## config.mk

```make
export PLATFORM = sky130hd
export DESIGN_NAME = psa_share_arb
export DESIGN_NICKNAME = d
export VERILOG_FILES = /design/src/rtl/psa_share_arb.sv
export SDC_FILE = /design/constraint.sdc
export NUM_CORES = 1
export LEC_CHECK = 0
export CORE_ASPECT_RATIO = 1.2
export CORE_MARGIN = 1
export CORE_UTILIZATION = 44
export CTS_CLUSTER_DIAMETER = 50
export DETAILED_ROUTE_END_ITERATION = 7
export GPL_TIMING_DRIVEN = 0
export HOLD_SLACK_MARGIN = 0.06
export PLACE_DENSITY = 0.77
export SYNTH_ARGS = -nofsm -noshare
export SYNTH_HDL_FRONTEND = slang
export SYNTH_HIERARCHICAL = 1
export SYNTH_SLANG_ARGS = --single-unit
```

## constraint.sdc

```tcl
create_clock -name clk -period 1.95 [get_ports clk]
set_input_delay 0.2925 -clock clk [delete_from_list [all_inputs] [get_ports clk]]
set_output_delay 0.2925 -clock clk [all_outputs]
set_load 0.05 [all_outputs]
```

## src/rtl/psa_share_arb.sv

```systemverilog
// Shares one four-lane signed 4-bit saturating adder between two requesters
// with round-robin arbitration, a registered response handshake and overflow counters.

module psa_sat_add16 (
    input  logic [15:0] a,
    input  logic [15:0] b,
    output logic [15:0] sum,
    output logic        err
);

    logic [3:0] lane_ovf;

    // Each nibble is an independent signed lane; overflow shows up as a sign flip
    // when both operands share a sign.
    for (genvar l = 0; l < 4; l++) begin : g_lane
        logic [3:0] an;
        logic [3:0] bn;
        logic [3:0] wrap;
        logic       pos_ovf;
        logic       neg_ovf;

        assign an      = a[4*l +: 4];
        assign bn      = b[4*l +: 4];
        assign wrap    = an + bn;
        assign pos_ovf = ~an[3] & ~bn[3] &  wrap[3];
        assign neg_ovf =  an[3] &  bn[3] & ~wrap[3];
        assign sum[4*l +: 4] = pos_ovf ? 4'h7 : (neg_ovf ? 4'h8 : wrap);
        assign lane_ovf[l]   = pos_ovf | neg_ovf;
    end

    assign err = |lane_ovf;

endmodule

module psa_share_arb #(
    parameter int CNT_W = 8
) (
    input  logic             clk,
    input  logic             rst_n,
    input  logic [1:0]       req,
    input  logic [15:0]      A0,
    input  logic [15:0]      B0,
    input  logic [15:0]      A1,
    input  logic [15:0]      B1,
    output logic [1:0]       gnt,
    output logic [1:0]       rsp_vld,
    input  logic [1:0]       rsp_rdy,
    output logic [15:0]      rsp_sum,
    output logic             rsp_err,
    output logic             busy,
    output logic [CNT_W-1:0] ovf_cnt0,
    output logic [CNT_W-1:0] ovf_cnt1,
    input  logic [1:0]       cnt_clr
);

    typedef enum logic [1:0] {
        IDLE,
        EXEC,
        RESP
    } state_t;

    localparam logic [CNT_W-1:0] CNT_MAX = '1;
    localparam logic [CNT_W-1:0] CNT_ONE = CNT_W'(1);

    state_t      state;
    logic        prio;
    logic        owner;
    logic        winner;
    logic        accept;
    logic [15:0] op_a;
    logic [15:0] op_b;
    logic [15:0] add_sum;
    logic        add_err;

    psa_sat_add16 u_add (
        .a   (op_a),
        .b   (op_b),
        .sum (add_sum),
        .err (add_err)
    );

    // prio names the requester favoured on a tie; it flips to the other side
    // each time a response is accepted, so the last-served requester yields.
    always_comb begin
        winner = prio;
        if (req == 2'b01) begin
            winner = 1'b0;
        end else if (req == 2'b10) begin
            winner = 1'b1;
        end
    end

    assign accept = (state == RESP) && rsp_rdy[owner];
    assign busy   = (state != IDLE);

    always_ff @(posedge clk or negedge rst_n) begin
        if (!rst_n) begin
            state   <= IDLE;
            prio    <= 1'b0;
            owner   <= 1'b0;
            op_a    <= '0;
            op_b    <= '0;
            gnt     <= '0;
            rsp_vld <= '0;
            rsp_sum <= '0;
            rsp_err <= 1'b0;
        end else begin
            case (state)
                IDLE: begin
                    if (|req) begin
                        op_a  <= winner ? A1 : A0;
                        op_b  <= winner ? B1 : B0;
                        owner <= winner;
                        gnt   <= winner ? 2'b10 : 2'b01;
                        state <= EXEC;
                    end
                end
                EXEC: begin
                    gnt     <= '0;
                    rsp_sum <= add_sum;
                    rsp_err <= add_err;
                    rsp_vld <= owner ? 2'b10 : 2'b01;
                    state   <= RESP;
                end
                RESP: begin
                    if (rsp_rdy[owner]) begin
                        rsp_vld <= '0;
                        prio    <= ~owner;
                        state   <= IDLE;
                    end
                end
                default: begin
                    gnt     <= '0;
                    rsp_vld <= '0;
                    state   <= IDLE;
                end
            endcase
        end
    end

    // A clear request takes precedence over a simultaneous increment.
    always_ff @(posedge clk or negedge rst_n) begin
        if (!rst_n) begin
            ovf_cnt0 <= '0;
        end else if (cnt_clr[0]) begin
            ovf_cnt0 <= '0;
        end else if (accept && !owner && rsp_err && ovf_cnt0 != CNT_MAX) begin
            ovf_cnt0 <= ovf_cnt0 + CNT_ONE;
        end
    end

    always_ff @(posedge clk or negedge rst_n) begin
        if (!rst_n) begin
            ovf_cnt1 <= '0;
        end else if (cnt_clr[1]) begin
            ovf_cnt1 <= '0;
        end else if (accept && owner && rsp_err && ovf_cnt1 != CNT_MAX) begin
            ovf_cnt1 <= ovf_cnt1 + CNT_ONE;
        end
    end

endmodule

```

==> metrics.csv <==
metric,value,unit
failing checks,setup timing,
vias in the first global route,3441,
CTS Buf Count,9,
max_slew headroom,61.6,%
synth top area cells,"dfrtp_1 (46%), a21o_1 (8.1%), a22o_1 (7.0%)",
placed cell area,5220,um2
antenna diode count,0,
Final Wtd Congestion,0.855,
synthesized area,3980,um2
Setup WS post-layout,-0.0951,ns
DRT antenna net count,0,
drt total wl,9730,um
Slew @ Worst Pin,0.574,ns
drt drc,0,
Synth Instances,358,
fmax,489,MHz
nets,589,
RSZ-0062 raised after global routing,yes,
pre-CTS WS,-0.191,ns
dpl cells,583,
synthesized area per cell,11.1,um2
DR vias/cell,5.32,
hpwl dp,7280,um
CP Launch Type,flop,
endpoints failing hold,0,
detailed-route via count,3260,
Post-Syn Nets,456,
max_cap viols,0,
Post-synth top flop,dfrtp_1,
Max clock buf depth,2,
"Seq/Total Area, Yosys",45.9,%
fin area,5600,um2
Root Driver,clkbuf_8,
"area leader, netlist",dfrtp_1,
initial antenna violation count,0,
critical path class,reg2reg,
status,"finished, violations left",
Crit path arrival time,2.29,ns
worst-path fanout max,4,
initial core utilization,45.9,%
VDD IR max,914,uV
worst skew pair latency,0.35,ns
DR pass1 iterations,4,
number of DRC markers in iteration 0,68,
Ys Warns,6,
"flops & latches, synth",73,
GRT Util Overall,22.6,%
top-area cell type share of the netlist area,45.9,%
total grt overflow,0,
number of distinct library cells after synthesis,44,
IO Pins,110,
worst hold path class,in2reg,
Filler cells,696,
share of cells above drive strength 1,16.3,%
Final Setup Violations,4,
Die Area,9420,um2
clock tree sinks,73,
core footprint,8660,um2
Pwr Total,9.64,mW
# H-tree levels,3,
minimum clock period,2.05,ns
Pwr Density,1720,nW/um2
ratio of final minimum period to clock period,105,%
CP Data Required Time,2.20,ns
area delta synth->final,40.9,%
Worst-path clk slew,0.08,ns
largest net degree at the start of global routing,49,
leakage power,2.88,nW
IO Port Bufs,107,
Avg WL per Cell,15.9,um
DIE WIDTH,88.8,um
number of flops mapped to enable cells by yosys,0,
die span in y,106,um
Layout Skew,0.0119,ns
FP Rows,37,
crit end category,flop,
Layout Cells excl Fill,613,
asr flop ratio synth,100,%
setup TNS,-0.348,ns
TritonCTS clock tree,built,
max-slew violations,0,
first-pass GRT wire length,16100,um
## area by class of cell
type | instances | area, um2 | area share (%)
multi-input cells | 243 | 2000 | 35.7
flip-flops and latches | 73 | 1830 | 32.6
repair buffers | 122 | 1210 | 21.6
well taps | 117 | 146 | 2.61
clock buffers | 10 | 138 | 2.46
plain buffers | 18 | 100 | 1.79
clock inverters | 6 | 90.1 | 1.61
inverters | 24 | 90.1 | 1.61
## state kept, by name, summed over array words and instances (netlist names)
signal    cells
owner         1
prio          1
op_b         16
ovf_cnt1      8
op_a         16
gnt           2
rsp_vld       2
state         2
rsp_sum      16
ovf_cnt0      8
rsp_err       1
## what timing repair did
item | CTS | global route
setup endpoints to repair | 10 | 47
hold endpoints to repair | 25 | 0
pin swaps | 5 | 15
resized for setup | 9 | 23
hold buffers | 1 | 0
cloned | 0 | 0
setup buffers | 7 | 6
## metrics by stage
| step | utilization, % | hold WS (ns) |
|---|---|---|
| finish | 64.7 | 0.206 |
| global route | 64.7 | 0.213 |
| CTS | 63.9 | 0.191 |
| detailed placement | 60.3 | 0.234 |
| global placement | 60.0 | 0.488 |
| floorplan | - | -0.00309 |
## report_power, final
group | leakage, nW | switching, mW | internal, mW
clock network | 0.113 | 0.596 | 0.760
registers | 0.915 | 0.414 | 2.12
logic | 1.85 | 2.94 | 2.81
## per-layer routing
metal  up-vias  part of all wire [%]  GRT usage (%)
met1      1572                    40           25.3
met4         0                   2.1           7.26
met5         -                     0              0
met3        19                   6.2           6.37
met2       107                    52           40.5
li1       1562                     -              -
## synthesized netlist by cell type, drive strengths merged (3+ instances only)
cell type	instances
nand2	10
xor2	5
or4	4
mux2	18
o21ai	18
fa	4
nand4	4
nor2b	3
a21oi	22
ha	22
xnor2	5
nand3	8
clkbuf	9
a22o	32
o31ai	4
dfrtp	73
inv	24
a21o	44
mux2i	9
nor2	10
buf	9
or3	7
## final timing paths
check	start	to	slack (ns)	cells past startpoint
min in group asynchronous	rst_n	rsp_vld[0]$_DFFE_PN0P_	0.39	2
setup reg to reg	op_a[1]$_DFFE_PN0P_	rsp_sum[2]$_DFFE_PN0N_	-0.1	8
hold reg to reg	rsp_sum[15]$_DFFE_PN0N_	rsp_sum[15]$_DFFE_PN0N_	0.51	1
max in group asynchronous	rst_n	op_b[4]$_DFFE_PN0P_	1.00	3
setup / recovery	op_a[1]$_DFFE_PN0P_	rsp_sum[2]$_DFFE_PN0N_	-0.1	8
hold / removal	cnt_clr[1]	ovf_cnt1[6]$_DFFE_PN0P_	0.21	2
## worst max-delay path: stages (launching register included)
cell and delay, ns:
dfrtp_1 0.40, ha_1 0.29, a21o_1 0.18, a21oi_2 0.18, xor2_2 0.22, buf_4 0.16
nand2_4 0.06, a21o_2 0.19, mux2_2 0.25
## cell usage in the layout (no fill, tap or decap), drive strengths merged, types with 4 or more instances in the layout
| cell type | count |
|---|---|
| mux2 | 18 |
| dlymetal6s2s | 7 |
| dfrtp | 73 |
| mux2i | 9 |
| nand3 | 8 |
| nand4 | 4 |
| xnor2 | 5 |
| or4 | 4 |
| o31ai | 4 |
| xor2 | 5 |
| fa | 4 |
| clkdlybuf4s50 | 95 |
| inv | 25 |
| nor2 | 10 |
| buf | 24 |
| a21o | 44 |
| or3 | 7 |
| ha | 22 |
| clkbuf | 20 |
| o21ai | 18 |
| a22o | 32 |
| nand2 | 10 |
| a21oi | 22 |
## kinds of logic (layout without fill, tap and decap cells)
group	after synthesis	count (layout)	synth area share, %
buffers and inverters	42	180	4.59
DFF	73	73	45.9
and+or+nand+nor	56	56	8.12
muxes	27	27	7.36
xor gates and xnor gates	10	10	2.58
adders and majority gates	26	26	8.94
AOI/OAI and AO/OA	124	124	22.5
Note: power is estimated with default switching activity, not from simulation.
